`config.mk`:
```
export PLATFORM = sky130hd
export DESIGN_NAME = row_accum_lif
export DESIGN_NICKNAME = d
export VERILOG_FILES = /design/src/rtl/row_accum_lif.sv
export SDC_FILE = /design/constraint.sdc
export NUM_CORES = 1
export LEC_CHECK = 0
export BUFFER_PORTS_ARGS = -buffer_cell sky130_fd_sc_hd__buf_2
export CORE_MARGIN = 4
export CORE_UTILIZATION = 50
export DETAILED_ROUTE_END_ITERATION = 7
export PLACE_DENSITY = 0.79
export SLEW_MARGIN = 40
export SYNTH_ARGS = -nofsm -noshare
export SYNTH_HDL_FRONTEND = slang
export SYNTH_SLANG_ARGS = --single-unit
```
`constraint.sdc`:
```
create_clock -name clk -period 6.77 [get_ports clk]
set_clock_uncertainty 0.1 [all_clocks]
set_input_delay 1.354 -clock clk [delete_from_list [all_inputs] [get_ports clk]]
set_output_delay 1.354 -clock clk [all_outputs]
set_load 0.005 [all_outputs]
```
`src/rtl/row_accum_lif.sv`:
```
// row_accum_lif: sums ROWS partial-sum packets per lane, integrates the result into
// persistent per-lane membrane potentials and emits one spike/result packet per timestep.
module row_accum_lif #(
    parameter int               LANES      = 3,
    parameter int               DATA_W     = 8,
    parameter int               SPK_W      = 5,
    parameter int               ROWS       = 3,
    parameter int               MEM_W      = 12,
    parameter logic [MEM_W-1:0] THRESH     = MEM_W'(24),
    parameter int               RESET_MODE = 0,
    parameter int               T_STEPS    = 4,
    parameter logic [3:0]       OWN_ADDR   = 4'd0,
    parameter logic [3:0]       OUT_DST    = 4'd1,
    parameter logic [1:0]       PSUM_TYPE  = 2'b01,
    localparam int              PKT_W      = 10 + SPK_W + LANES * DATA_W
) (
    input  logic             clk,
    input  logic             rst,
    input  logic [PKT_W-1:0] in_data,
    input  logic             in_valid,
    output logic             in_ready,
    output logic [PKT_W-1:0] out_data,
    output logic             out_valid,
    input  logic             out_ready,
    output logic             drop,
    output logic             ts_done
);

    localparam int SUM_W    = DATA_W + $clog2(ROWS);
    localparam int ADD_W    = ((MEM_W > SUM_W) ? MEM_W : SUM_W) + 1;
    localparam int ROW_W    = (ROWS > 1) ? $clog2(ROWS + 1) : 1;
    localparam int TS_W     = (T_STEPS > 1) ? $clog2(T_STEPS) : 1;
    localparam int DATA_MAX = (1 << DATA_W) - 1;
    localparam logic [MEM_W-1:0] MEM_MAX = {MEM_W{1'b1}};

    typedef enum logic [1:0] {ACCUM, FIRE, SEND} state_t;

    state_t             state, next_state;
    logic [SUM_W-1:0]   sum [LANES];
    logic [MEM_W-1:0]   mem [LANES];
    logic [ROW_W-1:0]   row_cnt;
    logic [TS_W-1:0]    ts_cnt;

    logic               take, type_ok, last_row, last_ts;
    logic [ADD_W-1:0]   total    [LANES];
    logic [MEM_W-1:0]   pot      [LANES];
    logic [MEM_W-1:0]   mem_fire [LANES];
    logic [DATA_W-1:0]  lane_out [LANES];
    logic [SPK_W-1:0]   spikes;
    logic [PKT_W-1:0]   fire_pkt;

    // Header fields other than the type are not needed on the input side.
    logic unused_fields;
    assign unused_fields = ^in_data[PKT_W-3 -: 8 + SPK_W];

    assign take     = in_valid && in_ready;
    assign type_ok  = (in_data[PKT_W-1 -: 2] == PSUM_TYPE);
    assign last_row = (row_cnt == ROW_W'(ROWS - 1));
    assign last_ts  = (ts_cnt == TS_W'(T_STEPS - 1));

    always_ff @(posedge clk) begin
        if (rst) state <= ACCUM;
        else     state <= next_state;
    end

    // NOTE: every combinational output gets a default before the case so no latch is inferred.
    always_comb begin
        next_state = state;
        case (state)
            ACCUM:   if (take && type_ok && last_row) next_state = FIRE;
            FIRE:    next_state = SEND;
            SEND:    if (out_ready) next_state = ACCUM;
            default: next_state = ACCUM;
        endcase
    end

    // Integrate, saturate, threshold and build the outgoing packet for the FIRE cycle.
    always_comb begin
        spikes   = '0;
        fire_pkt = '0;
        for (int i = 0; i < LANES; i++) begin
            total[i]    = ADD_W'(mem[i]) + ADD_W'(sum[i]);
            pot[i]      = (total[i] > ADD_W'(MEM_MAX)) ? MEM_MAX : total[i][MEM_W-1:0];
            spikes[LANES-1-i] = (pot[i] >= THRESH);
            if (pot[i] >= THRESH)
                mem_fire[i] = (RESET_MODE != 0) ? pot[i] - THRESH : '0;
            else
                mem_fire[i] = pot[i];
            lane_out[i] = (pot[i] > MEM_W'(DATA_MAX)) ? DATA_W'(DATA_MAX) : DATA_W'(pot[i]);
            fire_pkt[(LANES-1-i)*DATA_W +: DATA_W] = lane_out[i];
        end
        fire_pkt[PKT_W-1 -: 2]     = PSUM_TYPE;
        fire_pkt[PKT_W-3 -: 4]     = OUT_DST;
        fire_pkt[PKT_W-7 -: 4]     = OWN_ADDR;
        fire_pkt[PKT_W-11 -: SPK_W] = spikes;
    end

    // NOTE: state updates use non-blocking assignments so all registers see pre-edge values.
    always_ff @(posedge clk) begin
        if (rst) begin
            in_ready  <= 1'b0;
            out_valid <= 1'b0;
            out_data  <= '0;
            drop      <= 1'b0;
            ts_done   <= 1'b0;
            row_cnt   <= '0;
            ts_cnt    <= '0;
            // NOTE: potentials are architectural state and must start at zero, so the arrays are reset.
            for (int i = 0; i < LANES; i++) begin
                sum[i] <= '0;
                mem[i] <= '0;
            end
        end else begin
            in_ready  <= (next_state == ACCUM);
            out_valid <= (next_state == SEND);
            drop      <= take && !type_ok;
            ts_done   <= 1'b0;
            case (state)
                ACCUM: begin
                    if (take && type_ok) begin
                        for (int i = 0; i < LANES; i++)
                            sum[i] <= sum[i] + SUM_W'(in_data[(LANES-1-i)*DATA_W +: DATA_W]);
                        row_cnt <= row_cnt + ROW_W'(1);
                    end
                end
                FIRE: begin
                    out_data <= fire_pkt;
                    row_cnt  <= '0;
                    for (int i = 0; i < LANES; i++) begin
                        mem[i] <= mem_fire[i];
                        sum[i] <= '0;
                    end
                end
                SEND: begin
                    if (out_ready) begin
                        if (last_ts) begin
                            ts_cnt  <= '0;
                            ts_done <= 1'b1;
                            for (int i = 0; i < LANES; i++) mem[i] <= '0;
                        end else begin
                            ts_cnt <= ts_cnt + TS_W'(1);
                        end
                    end
                end
                default: ;
            endcase
        end
    end

endmodule

```
== After elaboration in Yosys (flattened, before gate mapping) ==
Memory sizes are Yosys's and may differ from the RTL's.
Cells that the tools add are included.

* Memory bits (writable): 66
* Register bits after elaboration: 38
* Output and inout bits: 43
* Logic and storage cells: 97
* Memories kept: 2
* Input bits: 43

* Reductions and logical operators: 10
* $lt $le $gt $ge: 9
* Bitwise operators: 12
* Mux-type cells: 41
* Equal/unequal tests: 7
* $add $sub $neg: 8

{| class="wikitable"
|+ Memories
! name !! depth !! bits a word !! rd ports !! clocked after memory_dff !! wr ports !! line !! text
|-
| mem || 3 || 12 || 3 || 0 || 3 || 40 || <nowiki>logic [MEM_W-1:0] mem [LANES];</nowiki>
|-
| sum || 3 || 10 || 3 || 0 || 3 || 39 || <nowiki>logic [SUM_W-1:0] sum [LANES];</nowiki>
|}

{| class="wikitable"
|+ Operators by type and width
! kind !! count
|-
| $mux 12 || 12
|-
| $mux 10 || 6
|-
| $add 12x10->13 || 3
|-
| $gt 13x12->1 const B || 3
|-
| $ge 12x5->1 const B || 3
|-
| $gt 12x8->1 const B || 3
|-
| $add 10x8->10 || 3
|-
| $mux 8 || 3
|-
| $mux 1 || 14
|-
| $or 1x1->1 || 12
|-
| $eq 2x2->1 const B || 4
|-
| $mux 2 || 4
|-
| $pmux 2 s3 || 1
|-
| $add 2x1->2 const B || 2
|-
| $eq 2x1->1 const B || 2
|-
| $logic_and 1x1->1 || 4
|-
| $logic_not 2->1 || 2
|-
| $pmux 2 s2 || 1
|-
| $reduce_and 2->1 || 2
|-
| $ne 2x2->1 const B || 1
|-
| $reduce_bool 2->1 || 1
|-
| $logic_not 1->1 || 1
|}

== Longest topological paths before layout ==
Gate-level depths: netlist of the first run.

* Word-level depth: 8
* Gate-level depth with buffers: 11
* Depth with buffers taken out: 10

== Worst setup path after synthesis of the first run ==
No wires, ideal clock.

* Path type: input -> register
* Start point: input port in_data[37]
* End point: memory sum[0][0] (netlist name) (enable)
* Library setup time: 0.392 ns
* Stages on the path: 3
* Data arrival time: 2.810 ns
* Path buffers: 0
* Setup slack: 3.469 ns
* Required time: 6.278 ns
* Cell sequence: nor2b_1 nor4b_2 nand2b_1

{| class="wikitable"
|+ RTL lines
! element !! line !! text
|-
| start, declared || 19 || <nowiki>input logic [PKT_W-1:0] in_data,</nowiki>
|-
| end, declared || 39 ||
|}

==> results of run 1 <==
## cell families after synthesis
| group | after synthesis | synth area share |
|---|---|---|
| XOR/XNOR | 27 | 0.0378 |
| buffers and inverters | 62 | 0.0452 |
| multiplexers | 3 | 0.00500 |
| flip-flops | 104 | 0.438 |
| other | 1 | 0.000599 |
| adder cells (fa/ha/maj) | 62 | 0.131 |
| AND/OR/NAND/NOR | 175 | 0.146 |
| AO/OA/AOI/OAI | 184 | 0.196 |
## path summary, 6_finish.rpt
| check | from | slack (ns) | cells past startpoint | endpoint |
|---|---|---|---|---|
| min reg2reg | out_data[33] | 0.40 | 2 | out_data[33] |
| max reg2reg | sum[0][20] | 3.61 | 10 | out_data[0] |
| max | in_data[9] | 3.57 | 9 | sum[0][19] |
| min | out_data[33] | 0.40 | 2 | out_data[33] |
## sequential cells by signal (all words and copies together) (netlist names)
| signal | flops |
|---|---|
| sum | 30 |
| mem | 36 |
| drop | 1 |
| ts_done | 1 |
| ts_cnt | 2 |
| row_cnt | 2 |
| in_ready | 1 |
| out_valid | 1 |
| out_data | 28 |
| state | 2 |
## critical path, cell delays in order
cell and delay [ns]:
buf_2 0.11, ha_1 0.28, a21o_1 0.19, a21o_1 0.21, a211oi_1 0.35, nor2_1 0.13, a41oi_1 0.33, xor2_1 0.19
nor2_1 0.05
## placed cells by master, fill, tap and decap left out, types with 6 or more instances in the layout
cell type  netlist  routed
xor2_1          15      15
fa_1             6       6
edfxtp_1        66      66
inv_1           39      39
xnor2_1         12      12
o21ai_0         41      41
nand2_1         18      17
o21a_1           8       8
and3_1           9       9
clkbuf_16        0       9
a211oi_1         9       9
a31oi_1         17      17
a21o_1          17      17
ha_1            56      56
nor2_1          68      68
buf_2            1      62
a21oi_1         47      47
nor4_1           6       6
nand2b_1        10      10
conb_1           1      31
nor3_1          20      19
dfxtp_1         38      38
nor2b_1         11      10
## power by group through the flow
stage          logic (W)  clock network [W]  registers [W]
2_1_floorplan   0.000197                  0       0.000722
4_1_cts         0.000251           0.000548       0.000712
3_5_place_dp    0.000249                  0       0.000726
5_1_grt         0.000286           0.000579       0.000714
3_3_place_gp    0.000237                  0       0.000725
6_report        0.000255           0.000541       0.000713
## through the flow
step	total power (W)	setup WS, ns	instance area (um^2)	hold WS, ns
finish	0.00151	3.57	7090	0.404
global route	0.00158	3.40	7090	0.439
CTS	0.00151	3.58	7090	0.406
detailed placement	0.000975	3.21	6780	0.397
global placement	0.000963	3.04	6780	0.373
floorplan	0.000919	3.47	6370	0.368
## area by class of cell
cell class / count / area, um^2
Tap cell: 168 / 210
Multi-Input combinational cell: 482 / 3350
Sequential cell: 104 / 2740
Clock buffer: 12 / 256
Timing Repair Buffer: 65 / 333
Inverter: 39 / 146
Fill cell: 1062 / 5020
Clock inverter: 4 / 50.0
## layer usage
layer,global-route usage,vias up,part of all wire
li1,-,2426,-
met2,0.357,137,0.51
met4,0.0472,0,0.012
met1,0.231,2388,0.42
met5,0,-,0
met3,0.0537,13,0.051
==> results by group, run 1 <==
Timing
  – Crit share post-route: 0.473
  – Max-slew violations: 0
  – Final min period: 3.20 ns
  – TNS Setup: 0 ns
  – Fin. Hold Viols: 0
  – Relative slew slack: 0.512
  – RSZ-0062 raised after global routing: false
  – Final setup viols: 0
  – Least-Margin Pin Slew: 0.730 ns
  – Fmax achieved: 0.312 GHz

Floorplan
  – I/O pin count: 86
  – Core area: 0.0121 mm^2
  – Starting Density: 0.517
  – Die height: 120 um
  – Row cnt: 40
  – Chip width: 120 um
  – Die ar.: 0.0144 mm^2

Route
  – DRC: 0
  – Pre-antenna DRT Iters: 5
  – Drt wl/cell: 16.1 um
  – Iteration-0 DRC count of the detailed router: 369
  – Vias post-DR: 4,964
  – Vias per cell: 5.68
  – Post-route antenna net violation count: 0
  – WL final: 14,100 um

GRT
  – Pin count of the biggest net entering global routing: 49
  – Vias in the first global route: 4,892
  – First-pass GRT wire length: 22,700 um
  – Grt total ovfl: 0
  – GRT Overall Usage: 0.197
  – Antenna violations before repair: 0

Critical path
  – Crit Path Max Fanout: 3
  – Startpoint class of the critical path: primary input
  – Type of element capturing the critical path: flop
  – Critical path data arrival time: 3.19 ns
  – Setup CP Type: primary input to flop
  – Required @ worst endpoint: 6.76 ns

Finish
  – Antenna diode count: 0
  – Final Non-Filler Cells: 874
  – Layout cells sized above 1: 0.153
  – Area grow syn2layout: 13.4%
  – End-of-flow core utilization: 0.586
  – Post-layout nets: 806

Pwr
  – Leakage power: 3.05 nW
  – Flop pwr share: 0.472
  – Clock power frac: 0.359
  – PwrDens: 213 mW/mm^2
  – Part of the power in combinational logic: 0.169
  – Switching share of power: 0.265
  – Int Pwr: 0.00111 W
  – Net Sw Power: 0.000399 W
  – IR drop worst, VDD: 0.144 mV

Worst hold path
  – Hold crit path type: flop to flop

Yosys
  – Seq cells post-synth: 104
  – Gate Count Post-Synth: 618
  – Synth top area share: 0.317
  – Post-synthesis sequential area ratio: 0.438
  – Synth Cell Area: 0.00626 mm^2
  – Synth top area cells: edfxtp_1, dfxtp_1, ha_1
  – Syn Area/Cell: 10.1 um^2
  – Synth area leader: edfxtp_1
  – Synth cell types: 68
  – Yosys synthesis warning count: 0
  – Async set-reset flop share out of synthesis: 0
  – Most used flip-flop cell after synthesis: edfxtp_1
  – Most numerous cell in the Yosys netlist: nor2_1
  – Number of synthesized flops with an enable pin: 66
  – List of most frequent post-synthesis cells: nor2_1, edfxtp_1, ha_1, a21oi_1, o21ai_0

Placed design
  – # port buffers: 62
  – RePlAce Congestion: 0.860
  – Hpwl dp: 10,500 um
  – Placed cell count: 858

CTS
  – CTS H-tree lvls: 3
  – PostCTS Resize Cnt: 0
  – Worst-path clk slew: 0.07 ns
  – Setup Fix Bufs, Post-CTS: 0
  – # clock sinks: 104
  – Clk_lat worst skew: 0.35 ns
  – CTS tree: yes
  – Hold buffer count at CTS: 0
  – Root buf cell: clkbuf_16
  – CTS Buf Count: 9
  – Longest Clk Path Bufs: 2

Run
  – MaxCap Viol Count: 0

Status
  – Outcome: finished clean
No activity file was read; power rests on OpenSTA's default activity.
==> run 2: changes to the inputs <==
--- a/config.mk
+++ b/config.mk
@@ -9,7 +9,7 @@
 export CORE_MARGIN = 4
 export CORE_UTILIZATION = 50
 export DETAILED_ROUTE_END_ITERATION = 7
-export PLACE_DENSITY = 0.79
+export PLACE_DENSITY = 0.82
 export SLEW_MARGIN = 40
 export SYNTH_ARGS = -nofsm -noshare
 export SYNTH_HDL_FRONTEND = slang
==> constraint.sdc (replaced) <==
create_clock -name clk -period 2.9 [get_ports clk]
set_clock_uncertainty 0.1 [all_clocks]
set_input_delay 0.58 -clock clk [delete_from_list [all_inputs] [get_ports clk]]
set_output_delay 0.58 -clock clk [all_outputs]
set_load 0.005 [all_outputs]
==> results by group, run 2 (synthesized netlist as in run 1, its figures left out) <==
Status
  – Outcome: finished clean

Timing
  – RSZ-0062 raised after global routing: true
  – Final setup viols: 0
  – Relative slew slack: 0.580
  – Least-Margin Pin Slew: 0.621 ns
  – Final Worst Setup Slack: 0.0509 ns
  – Fmax achieved: 0.351 GHz
  – Final min period: 2.85 ns
  – Fin. Hold Viols: 0
  – Max-slew violations: 0
  – Crit share post-route: 0.982

Critical path
  – Type of element capturing the critical path: flop
  – Cells on worst reg2reg path: 10
  – Slowest stage cell, crit path: edfxtp_1
  – Reg2reg end: mem[0][25]
  – Crit Path Max Fanout: 5
  – Setup CP Type: flop to flop
  – Crit path cell chain: ha_4 > inv_2 > fa_2 > nor2b_4 > o31ai_4 > a211oi_2 > o311a_1 > a2111oi_4 > nand4_1 > nor2_1
  – Biggest cell delay along the critical path: 0.44 ns
  – FF-to-FF Start: sum[0][20]
  – Required @ worst endpoint: 3.00 ns
  – Reg-to-reg setup timing slack: 0.05 ns
  – Critical path data arrival time: 2.95 ns
  – Startpoint class of the critical path: flop

CTS
  – Worst-path clk slew: 0.07 ns
  – Longest Clk Path Bufs: 2
  – CTS H-tree lvls: 3
  – Root buf cell: clkbuf_16
  – CTS tree: yes
  – Hold buffer count at CTS: 0
  – Clk_lat worst skew: 0.35 ns
  – # clock sinks: 104
  – CTS Buf Count: 9

Finish
  – Final Non-Filler Cells: 891
  – Most frequent cells in the layout: nor2_1, edfxtp_1, buf_2
  – Area of the multi-input gates: 0.00353 mm^2
  – Post-layout nets: 823
  – Antenna diode count: 0
  – Area grow syn2layout: 17.8%
  – Max reg flops: 36
  – Regs by FF count: mem: 36 flops, sum: 30 flops, out_data: 28 flops
  – FF+latch area: 0.00274 mm^2
  – Top reg by flops: mem
  – Finished Cell Area: 0.00737 mm^2
  – Layout cells sized above 1: 0.201
  – Most common cell after layout, fill and taps aside: nor2_1
  – Fillers: 997

Placed design
  – Hpwl dp: 10,400 um
  – Pre-CTS WS: -0.0413 ns
  – Placed cell area: 0.00686 mm^2
  – RePlAce Congestion: 0.845
  – # port buffers: 62
  – Placed cell count: 869

Route
  – Post-route antenna net violation count: 0
  – Drt wl/cell: 16.3 um
  – Vias post-DR: 5,087
  – Uppermost routed layer: met4
  – Metal2 WL: 7420 um
  – Vias per cell: 5.71
  – Pre-antenna DRT Iters: 5
  – DRC: 0
  – WL final: 14,500 um
  – Met3 WL: 733 um
  – Iteration-0 DRC count of the detailed router: 293
  – WL met1: 6070 um

GRT
  – Antenna violations before repair: 0
  – Grt total ovfl: 0
  – Pin count of the biggest net entering global routing: 48
  – Vias in the first global route: 4,956
  – First-pass GRT wire length: 23,400 um
  – GRT Overall Usage: 0.201

Pwr
  – PwrDens: 476 mW/mm^2
  – Part of the power in combinational logic: 0.191
  – Switching share of power: 0.276
  – Final Total Pwr: 0.00351 W
  – Clock power frac: 0.334
  – Flop pwr share: 0.474
  – IR drop worst, VDD: 0.293 mV
  – Int Pwr: 0.00254 W
  – Leakage power: 3.14 nW
  – Net Sw Power: 0.000969 W

Run
  – MaxCap Viol Count: 0

Worst hold path
  – Hold path cells: 2
  – Worst Hold Launch: out_data[33]
  – Hold Path Sink: out_data[33]
  – Hold crit path type: flop to flop

Floorplan
  – Starting Density: 0.517
  – Die height: 120 um
  – I/O pin count: 86
  – Chip width: 120 um
  – Core area: 0.0121 mm^2
  – Die ar.: 0.0144 mm^2
  – Row cnt: 40
run 2: final cells by class:
cell class	instances	share of cell area
sequential	104	0.372
clock buffer	11	0.0345
tap	168	0.0285
multi-input combinational	482	0.479
timing repair buffer	82	0.0625
inverter	39	0.0199
clock inverter	5	0.00390
run 2: worst max-delay path, delay by kind of cell, from the launching register on:
kind	cells	cell delay (ns)
compound gates	4	1.15
simple gates	3	0.53
flops	1	0.44
fa+ha+maj	2	0.42
buf+inv	1	0.06
run 2: repair_timing:
action | 4_1_cts | 5_1_grt
pin swaps | 4 | 14
endpoints found under the setup margin | 14 | 34
buffers inserted | 0 | 6
gates resized for setup | 6 | 30
run 2: through the flow:
step                hold slack (ns)   TNS [ns]  utilization
floorplan                     0.368          0            -
CTS                           0.401  -0.000229        0.593
global placement              0.379          0        0.567
global route                  0.430     -0.416        0.608
finish                        0.394          0        0.608
detailed placement            0.387     -0.201        0.567
run 2: worst max-delay path by stage:
| stage | start | end | slack [ns] | depth (start not counted) |
|---|---|---|---|---|
| after floorplan | sum[0][20] | out_data[0] | 0.31 | 11 |
| after global placement | sum[0][21] | out_data[5] | 0.13 | 9 |
| after detailed placement | sum[0][20] | mem[0][27] | -0.04 | 10 |
| after CTS | sum[0][20] | mem[0][25] | -0.0002 | 11 |
| after global routing | mem[0][24] | mem[0][28] | -0.08 | 10 |
| final | sum[0][20] | mem[0][25] | 0.05 | 10 |
run 2: power by group through the flow:
| stage | Combinational [W] | Clock, W | Sequential [W] |
|---|---|---|---|
| after floorplan | 0.000460 | 0 | 0.00169 |
| after global placement | 0.000566 | 0 | 0.00169 |
| after detailed placement | 0.000596 | 0 | 0.00170 |
| after CTS | 0.000616 | 0.00118 | 0.00166 |
| after global routing | 0.000745 | 0.00124 | 0.00167 |
| final | 0.000672 | 0.00117 | 0.00166 |
run 2: layer usage:
metal / global-route usage / up-vias
met4: 0.0730 / 0
met2: 0.357 / 160
met1: 0.248 / 2435
met3: 0.0306 / 24
li1: - / 2468
met5: 0 / -
==> run 3: changes to the inputs <==
==> constraint.sdc (replaced) <==
create_clock -name clk -period 2.6 [get_ports clk]
set_clock_uncertainty 0.1 [all_clocks]
set_input_delay 0.52 -clock clk [delete_from_list [all_inputs] [get_ports clk]]
set_output_delay 0.52 -clock clk [all_outputs]
set_load 0.005 [all_outputs]
==> results by group, run 3 (synthesized netlist as in run 1, its figures left out) <==
Worst hold path
  – Worst Hold Launch: in_valid
  – Hold Path Sink: drop
  – Hold crit path type: primary input to flop
  – Hold path cells: 3

Timing
  – Final setup viols: 40
  – WHS: 0.366 ns
  – TNS Setup: -4.98 ns
  – RSZ-0062 raised after global routing: true
  – Final Worst Setup Slack: -0.243 ns
  – Max-slew violations: 0
  – Fmax achieved: 0.352 GHz
  – Relative slew slack: 0.585
  – Fin. Hold Viols: 0
  – Least-Margin Pin Slew: 0.620 ns
  – Final min period: 2.84 ns
  – Crit share post-route: 1.09

Critical path
  – Cells on worst reg2reg path: 11
  – Critical path data arrival time: 2.99 ns
  – Reg-to-reg setup timing slack: -0.24 ns
  – Biggest cell delay along the critical path: 0.41 ns
  – Crit Path Max Fanout: 3
  – Setup CP Type: flop to flop
  – Startpoint class of the critical path: flop
  – Slowest stage cell, crit path: edfxtp_1
  – Type of element capturing the critical path: flop
  – Worst path buffer plus inverter count: 2
  – Top delay family on crit path: compound AO/OA/AOI/OAI gates
  – Reg2reg end: out_data[6]
  – FF-to-FF Start: sum[0][20]
  – Required @ worst endpoint: 2.74 ns
  – Crit path cell chain: ha_2 > inv_2 > fa_2 > nor2b_4 > o31ai_4 > a211oi_2 > o311a_4 > a2111oi_4 > buf_4 > nand3_2 > o221a_2

Finish
  – Max reg flops: 36
  – Fillers: 868
  – Top reg by flops: mem
  – Post-layout nets: 873
  – End-of-flow core utilization: 0.677
  – Regs by FF count: mem: 36 flops, sum: 30 flops, out_data: 28 flops
  – Most common cell after layout, fill and taps aside: edfxtp_1
  – Layout cells sized above 1: 0.312
  – Area grow syn2layout: 31.0%
  – Antenna diode count: 0
  – Most frequent cells in the layout: edfxtp_1, nor2_1, buf_4
  – Finished Cell Area: 0.00819 mm^2

Status
  – Failing checks: setup timing
  – Outcome: finished, violations left

Route
  – Vias post-DR: 5,406
  – Post-route antenna net violation count: 0
  – Drt wl/cell: 18.2 um
  – Vias per cell: 5.74
  – WL final: 17,100 um
  – DRC: 0
  – Iteration-0 DRC count of the detailed router: 452
  – Pre-antenna DRT Iters: 5

Floorplan
  – I/O pin count: 86
  – Die height: 120 um
  – Chip width: 120 um
  – Row cnt: 40
  – Core area: 0.0121 mm^2
  – Die ar.: 0.0144 mm^2
  – Starting Density: 0.517

Placed design
  – Hpwl dp: 11,000 um
  – # port buffers: 62
  – Placed cell area: 0.00713 mm^2
  – RePlAce Congestion: 0.912

CTS
  – Root buf cell: clkbuf_16
  – Worst-path clk slew: 0.08 ns
  – CTS tree: yes
  – CTS Buf Count: 9
  – Clk_lat worst skew: 0.36 ns
  – CTS H-tree lvls: 3
  – # clock sinks: 104
  – Longest Clk Path Bufs: 2

GRT
  – First-pass GRT wire length: 25,600 um
  – Antenna violations before repair: 0
  – Vias in the first global route: 5,350
  – Grt total ovfl: 0
  – GRT Overall Usage: 0.222
  – Pin count of the biggest net entering global routing: 48

Pwr
  – IR drop worst, VDD: 0.336 mV
  – Leakage power: 3.48 nW
  – PwrDens: 516 mW/mm^2

Run
  – MaxCap Viol Count: 0
-- run 3: cell types whose count changed in the layout (fill, tap and decap cells not counted), moves of 3 or more --
cell and delta:
buf_4 +43, a21oi_2 +3, buf_6 +6, a31oi_4 +6, ha_4 +3, a31oi_1 -7, a211oi_1 -4, a211oi_2 +4
a21oi_1 -4, clkinv_2 -3, o21ai_0 -4, ha_1 -5
-- run 3: layout make-up --
class / instances / area, um^2 / share of cell area
multi-input cells: 482 / 3910 / 0.477
flip-flops and latches: 104 / 2740 / 0.335
repair buffers: 132 / 871 / 0.106
clock buffers: 14 / 307 / 0.0374
well taps: 168 / 210 / 0.0257
inverters: 39 / 146 / 0.0179
clock inverters: 2 / 8.76 / 0.00107
-- run 3: timing repair --
action | CTS | global route
hold buffers | 0 | 0
cloned | 0 | 1
gates resized for setup | 52 | 57
setup endpoints to repair | 35 | 49
setup buffers | 7 | 12
pin swaps | 37 | 43
-- run 3: how the worst max path moves through the flow --
stage	start	end	slack, ns	cells past startpoint
2_1_floorplan	sum[0][20]	out_data[0]	0.01	11
3_3_place_gp	sum[0][20]	mem[0][26]	-0.18	10
3_5_place_dp	sum[0][10]	mem[0][13]	-0.32	10
4_1_cts	sum[0][20]	mem[0][24]	-0.13	10
5_1_grt	sum[0][11]	mem[0][14]	-0.34	11
6_report	sum[0][20]	out_data[6]	-0.24	11
-- run 3: per-layer routing --
layer / vias up / track usage / part of all wire
met5: - / 0 / 0
met4: 0 / 0.0888 / 0.028
met3: 36 / 0.0429 / 0.056
met2: 168 / 0.399 / 0.53
met1: 2638 / 0.259 / 0.39
li1: 2564 / - / -
-- run 3: tightest hold or removal path, stage by stage --
cell and delay [ns]:
buf_2 0.09, nand2_1 0.10, nor3_1 0.05
-- run 3: power breakdown --
group / internal [W] / total, W / switching [W]
clock network: 0.000816 / 0.00143 / 0.000611
registers: 0.00182 / 0.00186 / 0.0000410
logic: 0.000409 / 0.000941 / 0.000531
total: 0.00304 / 0.00423 / 0.00118
-- run 3: through the flow --
step	cells	worst slack [ns]	total power (W)
floorplan	648	0.0147	0.00239
global placement	905	-0.180	0.00258
detailed placement	905	-0.324	0.00262
CTS	928	-0.133	0.00408
global route	941	-0.337	0.00438
finish	941	-0.243	0.00423
